### src/rtl/alarm_pkg.sv
// Shared types and default timing constants for the alarm controller.
package alarm_pkg;

    typedef enum logic [1:0] {
        DISARMED = 2'd0,
        ARMED    = 2'd1,
        RINGING  = 2'd2,
        SNOOZE   = 2'd3
    } alarm_state_t;

    localparam int DEF_RING_SECS   = 60;
    localparam int DEF_SNOOZE_SECS = 300;
    localparam int DEF_MAX_SNOOZE  = 3;

endpackage

### src/rtl/alarm_key_edge.sv
// Rising-edge detector for a key level; pulse is combinational, same cycle as the 0->1 sample.
// A held key produces a single pulse; history clears on synchronous reset.
module key_edge (
    input  logic CLK,
    input  logic reset,
    input  logic i_key,
    output logic o_edge
);

    logic r_prev;

    always_ff @(posedge CLK) begin
        if (reset) r_prev <= 1'b0;
        else       r_prev <= i_key;
    end

    assign o_edge = i_key & ~r_prev;

endmodule

### src/rtl/alarm_ctrl.sv
// Alarm clock controller: arm/match/ring/snooze FSM with registered outputs (1 CLK after inputs).
// Snooze support is compiled in only when ALARM_SNOOZE_EN is defined.
module alarm_ctrl
    import alarm_pkg::*;
#(
    parameter int RING_SECS   = DEF_RING_SECS,
    parameter int SNOOZE_SECS = DEF_SNOOZE_SECS,
    parameter int MAX_SNOOZE  = DEF_MAX_SNOOZE
) (
    input  logic        CLK,
    input  logic        reset,
    input  logic        tick,
    input  logic        arm,
    input  logic        snooze,
    input  logic        stop,
    input  logic [7:0]  sec,
    input  logic [7:0]  min,
    input  logic [7:0]  hrs,
    input  logic [7:0]  min_alrm,
    input  logic [7:0]  hrs_alrm,
    output logic        alrm,
    output logic [1:0]  state,
    output logic [15:0] time_left,
    output logic [1:0]  snz_used
);

    localparam logic [15:0] RING_LD = 16'(RING_SECS);
`ifdef ALARM_SNOOZE_EN
    localparam logic [15:0] SNZ_LD  = 16'(SNOOZE_SECS);
    localparam logic [1:0]  SNZ_MAX = 2'(MAX_SNOOZE);
`endif

    alarm_state_t r_state;
    logic         r_alrm;
    logic [15:0]  r_time_left;
    logic [1:0]   r_snz_used;

    logic w_snooze_edge;
    logic w_stop_edge;
    logic w_match;
    logic w_tl_last;

    key_edge u_snooze_edge (
        .CLK    (CLK),
        .reset  (reset),
        .i_key  (snooze),
        .o_edge (w_snooze_edge)
    );

    key_edge u_stop_edge (
        .CLK    (CLK),
        .reset  (reset),
        .i_key  (stop),
        .o_edge (w_stop_edge)
    );

`ifndef ALARM_SNOOZE_EN
    logic w_unused_snz;
    assign w_unused_snz = w_snooze_edge;
`endif

    assign w_match   = tick && (sec == 8'd0) && (min == min_alrm) && (hrs == hrs_alrm);
    assign w_tl_last = (r_time_left == 16'd1);

    // Every path into ARMED/DISARMED clears the counters, so they read 0 in those states.
    always_ff @(posedge CLK) begin
        if (reset || !arm) begin
            r_state     <= DISARMED;
            r_alrm      <= 1'b0;
            r_time_left <= 16'd0;
            r_snz_used  <= 2'd0;
        end else begin
            case (r_state)
                DISARMED: begin
                    r_state <= ARMED;
                end
                ARMED: begin
                    if (w_match) begin
                        r_state     <= RINGING;
                        r_alrm      <= 1'b1;
                        r_time_left <= RING_LD;
                    end
                end
                RINGING: begin
                    if (w_stop_edge) begin
                        r_state     <= ARMED;
                        r_alrm      <= 1'b0;
                        r_time_left <= 16'd0;
                        r_snz_used  <= 2'd0;
`ifdef ALARM_SNOOZE_EN
                    end else if (w_snooze_edge && (r_snz_used < SNZ_MAX)) begin
                        r_state     <= SNOOZE;
                        r_alrm      <= 1'b0;
                        r_time_left <= SNZ_LD;
                        r_snz_used  <= r_snz_used + 2'd1;
`endif
                    end else if (tick) begin
                        if (w_tl_last) begin
                            r_state     <= ARMED;
                            r_alrm      <= 1'b0;
                            r_time_left <= 16'd0;
                            r_snz_used  <= 2'd0;
                        end else begin
                            r_time_left <= r_time_left - 16'd1;
                        end
                    end
                end
                SNOOZE: begin
                    if (w_stop_edge) begin
                        r_state     <= ARMED;
                        r_alrm      <= 1'b0;
                        r_time_left <= 16'd0;
                        r_snz_used  <= 2'd0;
                    end else if (tick) begin
                        if (w_tl_last) begin
                            r_state     <= RINGING;
                            r_alrm      <= 1'b1;
                            r_time_left <= RING_LD;
                        end else begin
                            r_time_left <= r_time_left - 16'd1;
                        end
                    end
                end
                default: begin
                    r_state     <= DISARMED;
                    r_alrm      <= 1'b0;
                    r_time_left <= 16'd0;
                    r_snz_used  <= 2'd0;
                end
            endcase
        end
    end

    assign alrm      = r_alrm;
    assign state     = r_state;
    assign time_left = r_time_left;
    assign snz_used  = r_snz_used;

endmodule
### config.mk
export PLATFORM = sky130hd
export DESIGN_NAME = alarm_ctrl
export DESIGN_NICKNAME = d
export VERILOG_FILES = /design/src/rtl/alarm_pkg.sv /design/src/rtl/alarm_key_edge.sv /design/src/rtl/alarm_ctrl.sv
export SDC_FILE = /design/constraint.sdc
export NUM_CORES = 1
export LEC_CHECK = 0
export ABC_CLOCK_PERIOD_IN_PS = 2170
export CAP_MARGIN = 20
export CORE_MARGIN = 2
export CORE_UTILIZATION = 35
export DETAILED_ROUTE_END_ITERATION = 6
export PLACE_DENSITY = 0.75
export SYNTH_ARGS = -nofsm -noshare
export SYNTH_HDL_FRONTEND = slang
export SYNTH_HIERARCHICAL = 1
export SYNTH_SLANG_ARGS = --single-unit
### constraint.sdc
create_clock -name CLK -period 2.17 [get_ports CLK]
set_input_delay 0.3255 -clock CLK [delete_from_list [all_inputs] [get_ports CLK]]
set_output_delay 0.3255 -clock CLK [all_outputs]
set_load 0.005 [all_outputs]
* After elaboration in Yosys (flattened, before gate mapping)
Cells that the tools add are included. Widths: inputs -> output; s select.
Word-level totals: register bits after elaboration 22, output and inout port bits 21
Operators by class: multiplexer cells 29, bitwise operators 2, reduce and logical (&&, ||, !) cells 13, equal/unequal tests 12, add/sub/neg operators 1
Operators by type and width (count):
- $mux 16 | 7
- $pmux 16 s3 | 1
- $mux 2 | 11
- $eq 16x1->1 const B | 1
- $eq 8x8->1 | 2
- $sub 16x1->16 const B | 1
- $ne 3x2->1 const B | 4
- $logic_not 8->1 | 1
- $pmux 2 s4 | 1
- $reduce_and 4->1 | 2
- $mux 1 | 7
- $reduce_and 6->1 | 1
- $reduce_and 5->1 | 1
- $eq 2x2->1 const B | 2
- $pmux 2 s2 | 1
- $logic_and 1x1->1 | 3
- $pmux 1 s3 | 1
- $reduce_bool 3->1 | 1
- $eq 2x1->1 const B | 1
- $logic_not 2->1 | 1
- $ne 2x1->1 const B | 1
- $ne 2x2->1 const B | 1
- $reduce_bool 2->1 | 1
- $and 1x1->1 | 1
- 3 further kinds | 3

* Logic depth before layout (Yosys ltp)
depth after elaboration 6, mapped depth 7

* By module
Netlist, hierarchy kept.
By module, submodules not included:
- alarm_ctrl | seq. area each 380.4 µm², instances 1, cells each 176, area each 1426.4 µm²
- key_edge | seq. area each 20.0 µm², instances 1, cells each 3, area each 47.5 µm²

* Worst setup path after synthesis
Ideal clock, no wire load.
path kind reg-to-reg, start point register r_time_left[2], in the netlist time_left[2], end point register r_time_left[15], in the netlist time_left[15], arrival time 1.802 ns, cell stages (with the launch flop) 7, path buffers 0, setup slack 0.235 ns, cells stage by stage dfxtp_1 -> or4_4 -> nor3_4 -> nand4_4 -> and2_1 -> o21ai_4 -> a41oi_1
On the way: cells in the longest elaborated chain, start to end 5, elaborated cells on any way between the ends 9, those cells by class add/sub (1); eq/ne (1); mux (7)
RTL lines:
- from (decl) | line alarm_ctrl.sv:35 | logic [15:0] r_time_left;
- from (signal assigned) | line alarm_ctrl.sv:104 | r_time_left <= r_time_left - 16'd1;
- from (signal assigned) | line alarm_ctrl.sv:120 | r_time_left <= r_time_left - 16'd1;
- $sub 16x1->16 or $eq 16x1->1 (tied branches) | line alarm_ctrl.sv:104, alarm_ctrl.sv:120, alarm_ctrl.sv:63
- $mux 16, on equally long branches | line alarm_ctrl.sv:115, alarm_ctrl.sv:98
- $mux 16, on equally long branches | line alarm_ctrl.sv:114, alarm_ctrl.sv:97
- $mux 16, on equally long branches | line alarm_ctrl.sv:109, alarm_ctrl.sv:85
- $pmux 16 s3 (*) | line alarm_ctrl.sv:73 | case (r_state)
Every way passes the cells marked *; elsewhere a longest branch is shown, timed or not. The select of a mux whose other input is x is not followed. A chain may end at the register's enable or synchronous reset.

* Worst setup path in the final report
start point input port min[7], end point register r_time_left[6], in the netlist time_left[6]
On the way: cells in the longest elaborated chain, start to end 5
RTL lines:
- from (decl) | line alarm_ctrl.sv:17 | input logic [7:0] min,
- $eq 8x8->1 | line alarm_ctrl.sv:62 | assign w_match = tick && (sec == 8'd0) && (min == min_alrm) && (hrs == hrs_alrm);
- $logic_and 1x1->1 (2 in series) | line alarm_ctrl.sv:62
- $ne 2x2->1 (no source line)
- $reduce_and 4->1 (no source line)
Every way passes these cells.

==> impl_metrics.toml <==
[worst_hold_path]
min_path_cells = 1
hp-class = "reg2reg"
hold_path_end = "alrm$_SDFFE_PP0P_"
hold_start = "alrm$_SDFFE_PP0P_"

[floorplan]
dieArea_sq_um = 4750
core_sq_um = 4030
start_util_pct = 36.6
io_pins = 67
fp.dieH_microns = 68.9
die_w_microns = 68.9
rows = 23

[sta]
maxSlewHeadroom_pct = 65.7
period_needed_ps = 2090
skew_ps = 6.54
tightest_slew_ps = 513
final_hold_viol_count = 0
hold_slack_ps = 507
clock.fmax_mhz = 479
setup_viol = 0
timing.final.crit_share_pct = 96.3
finalMaxSlewViolations = 0

[routing]
drt_iter0_drc = 94
wl_per_cell_microns = 13.6
top_layer = "met4"
vias = 1615
drt_wl_total_microns = 4230
drc = 0
dr.pass1.iters = 4
wl_met3_microns = 241
wl_met1_microns = 1840
ant_nets = 0
dr_wl_met2_microns = 2140
viasPerCell = 5.18

[place]
dpl.hpwl_microns = 3340
place_area_sq_um = 2300
gp_congestion = 0.883
place_inst = 307
io_buffers = 63

[status]
status = "completed"

[clock_network]
postCtsHoldBufs = 0
clk_latency_ps = 250
numCtsBuffers = 3
cts_root_buf = "clkbuf_8"
cts_tree = "yes"
cts_sinks = 20
clk_transition_reported_paths_ps = 70
htree_levels = 1
cts_max_path_buffers = 2

[setup_path]
cp_max_fo = 6
cp_slowest_stage_delay_ps = 480
slowest_stage = "clkdlybuf4s50_1"
cp.arrival_ps = 2270
timing.rr.start = "time_left[2]$_SDFFE_PP0P_"
cp-end-kind = "flop"
path_buf_inv = 2
reg2reg_setup_slack_ps = 150
worstRegToRegCells = 6
critical_path.cell_chain = "clkdlybuf4s50_1, xor2_1, nor4_1, and4b_1, nor2_1, buf_4, o21ai_0, a31oi_1"
critPathKind = "in2reg"
r2r_end = "time_left[15]$_SDFFE_PP0P_"
cp.required_ps = 2360
cpLargestDelayFamily = "simple AND/OR/NAND/NOR gates"
worstSetupStartpointType = "input port"

[flow_run]
drv_cap = 0

[layout]
final_cell_mix = "54 x clkdlybuf4s50_1, 20 x dfxtp_1, 20 x buf_4"
final_common_cell = "clkdlybuf4s50_1"
fillers = 372
nets = 312
drive_above_1_share_pct = 14.5
n_antenna_cell = 0
syn_to_final_growth_pct = 62.3
fin_area_sq_um = 2390
final_core_util_pct = 59.4
final-instance-count-excl-fill = 312

[grt]
track_usage_pct = 19.3
grt_pass1_vias = 1514
antenna_found_initial = 0
grt_max_degree = 18
overflow = 0
grt_pass1_wl_microns = 6900

[logic_synthesis]
ys_types = 50
synth_area_sq_um = 1470
yosys_warnings = 6
avgSynthCellArea_sq_um = 8.23
ys_seq_area_share_pct = 27.2
ys_ff_latch = 20
synth_flop_cell = "dfxtp_1"
async_flop_share_pct = 0
synth_edf_count = 0
netlist_instances = 179

[power_and_ir_drop]
power.density_nw_per_um2 = 316
peakVddDrop_mv = 0.315
p_leak_uw = 0.000989
-- layer usage --
metal / track usage (%) / vias up
met5: 0 / -
met4: 4.41 / 0
met3: 3.57 / 2
met2: 32.9 / 51
met1: 25.2 / 724
li1: - / 838
-- layout make-up --
type                            count  area (sq um)  share of cell area, %
Clock buffer                        3          41.3                   1.73
Inverter                            6          22.5                  0.941
Multi-Input combinational cell    148          1030                   43.1
Sequential cell                    20           400                   16.7
Tap cell                           50          62.6                   2.62
Timing Repair Buffer               85           835                   34.9
-- timing repair --
| item | in CTS | in global routing |
|---|---|---|
| pin swaps | 0 | 9 |
| buffers inserted | 0 | 2 |
| hold endpoints to repair | 0 | 0 |
| gates cloned | 0 | 0 |
| gates resized for setup | 1 | 11 |
| endpoints found under the setup margin | 1 | 15 |
-- cells in the mapped netlist, types with 3 or more instances --
cell type / n / area, sq um
nor2b_1: 3 / 18.8
or3_1: 8 / 50.1
nor3_1: 6 / 30.0
or4_1: 3 / 22.5
a21oi_1: 10 / 50.1
inv_1: 6 / 22.5
nor2_1: 17 / 63.8
nand2b_1: 3 / 18.8
dfxtp_1: 20 / 400
o21ai_0: 8 / 40.0
a31oi_1: 9 / 56.3
nand4_1: 5 / 31.3
o221a_1: 3 / 33.8
xnor2_1: 14 / 123
o41ai_1: 3 / 26.3
nand3_1: 4 / 20.0
nand2_1: 12 / 45.0
xor2_1: 3 / 26.3
-- worst max-delay path by stage --
stage / startpoint / endpoint / slack (ps) / depth (start not counted)
after floorplan: time_left[2]$_SDFFE_PP0P_ / time_left[15]$_SDFFE_PP0P_ / 230 / 6
after global placement: sec[2] / time_left[15]$_SDFFE_PP0P_ / -210 / 8
after detailed placement: sec[2] / time_left[0]$_SDFFE_PP0P_ / -260 / 8
after CTS: sec[2] / time_left[0]$_SDFFE_PP0P_ / 2 / 8
after global routing: min_alrm[4] / time_left[13]$_SDFFE_PP0P_ / -10 / 8
final: min[7] / time_left[6]$_SDFFE_PP0P_ / 80 / 8
-- metrics by stage --
stage | worst slack [ps] | power (uW) | TNS [ps]
4_1_cts | 1.61 | 764 | 0
5_1_grt | -9.53 | 797 | -9.53
3_3_place_gp | -209 | 528 | -2780
3_5_place_dp | -263 | 530 | -3540
6_report | 80.5 | 757 | 0
2_1_floorplan | 235 | 429 | 0
-- flip-flops by register name (all words and copies together) (netlist names) --
register            count
state                   2
u_stop_edge/r_prev      1
time_left              16
alrm                    1
-- worst register-to-register path, stage by stage, from the launching register on --
cell	delay (ps)
dfxtp_1	310
or4_4	560
nor3_4	270
nand4_4	180
and2_1	230
o21ai_4	290
a41oi_1	80
-- power by group --
| part | leakage [uW] | internal, uW | total (uW) | switching (uW) |
|---|---|---|---|---|
| Sequential | 0.000162 | 369 | 370 | 1.28 |
| Combinational | 0.000806 | 102 | 150 | 47.9 |
| Clock | 0.0000216 | 123 | 237 | 114 |
| Total | 0.000989 | 594 | 757 | 163 |
-- cells by family after synthesis --
logic type / share of synthesized area [%]
AND/OR/NAND/NOR: 33.3
AO/OA/AOI/OAI: 23.4
flip-flops: 27.2
XOR/XNOR: 10.1
buffers and inverters: 4.07
adder cells (fa/ha/maj): 1.70
other: 0.254
(Power assumes the default switching activity.)
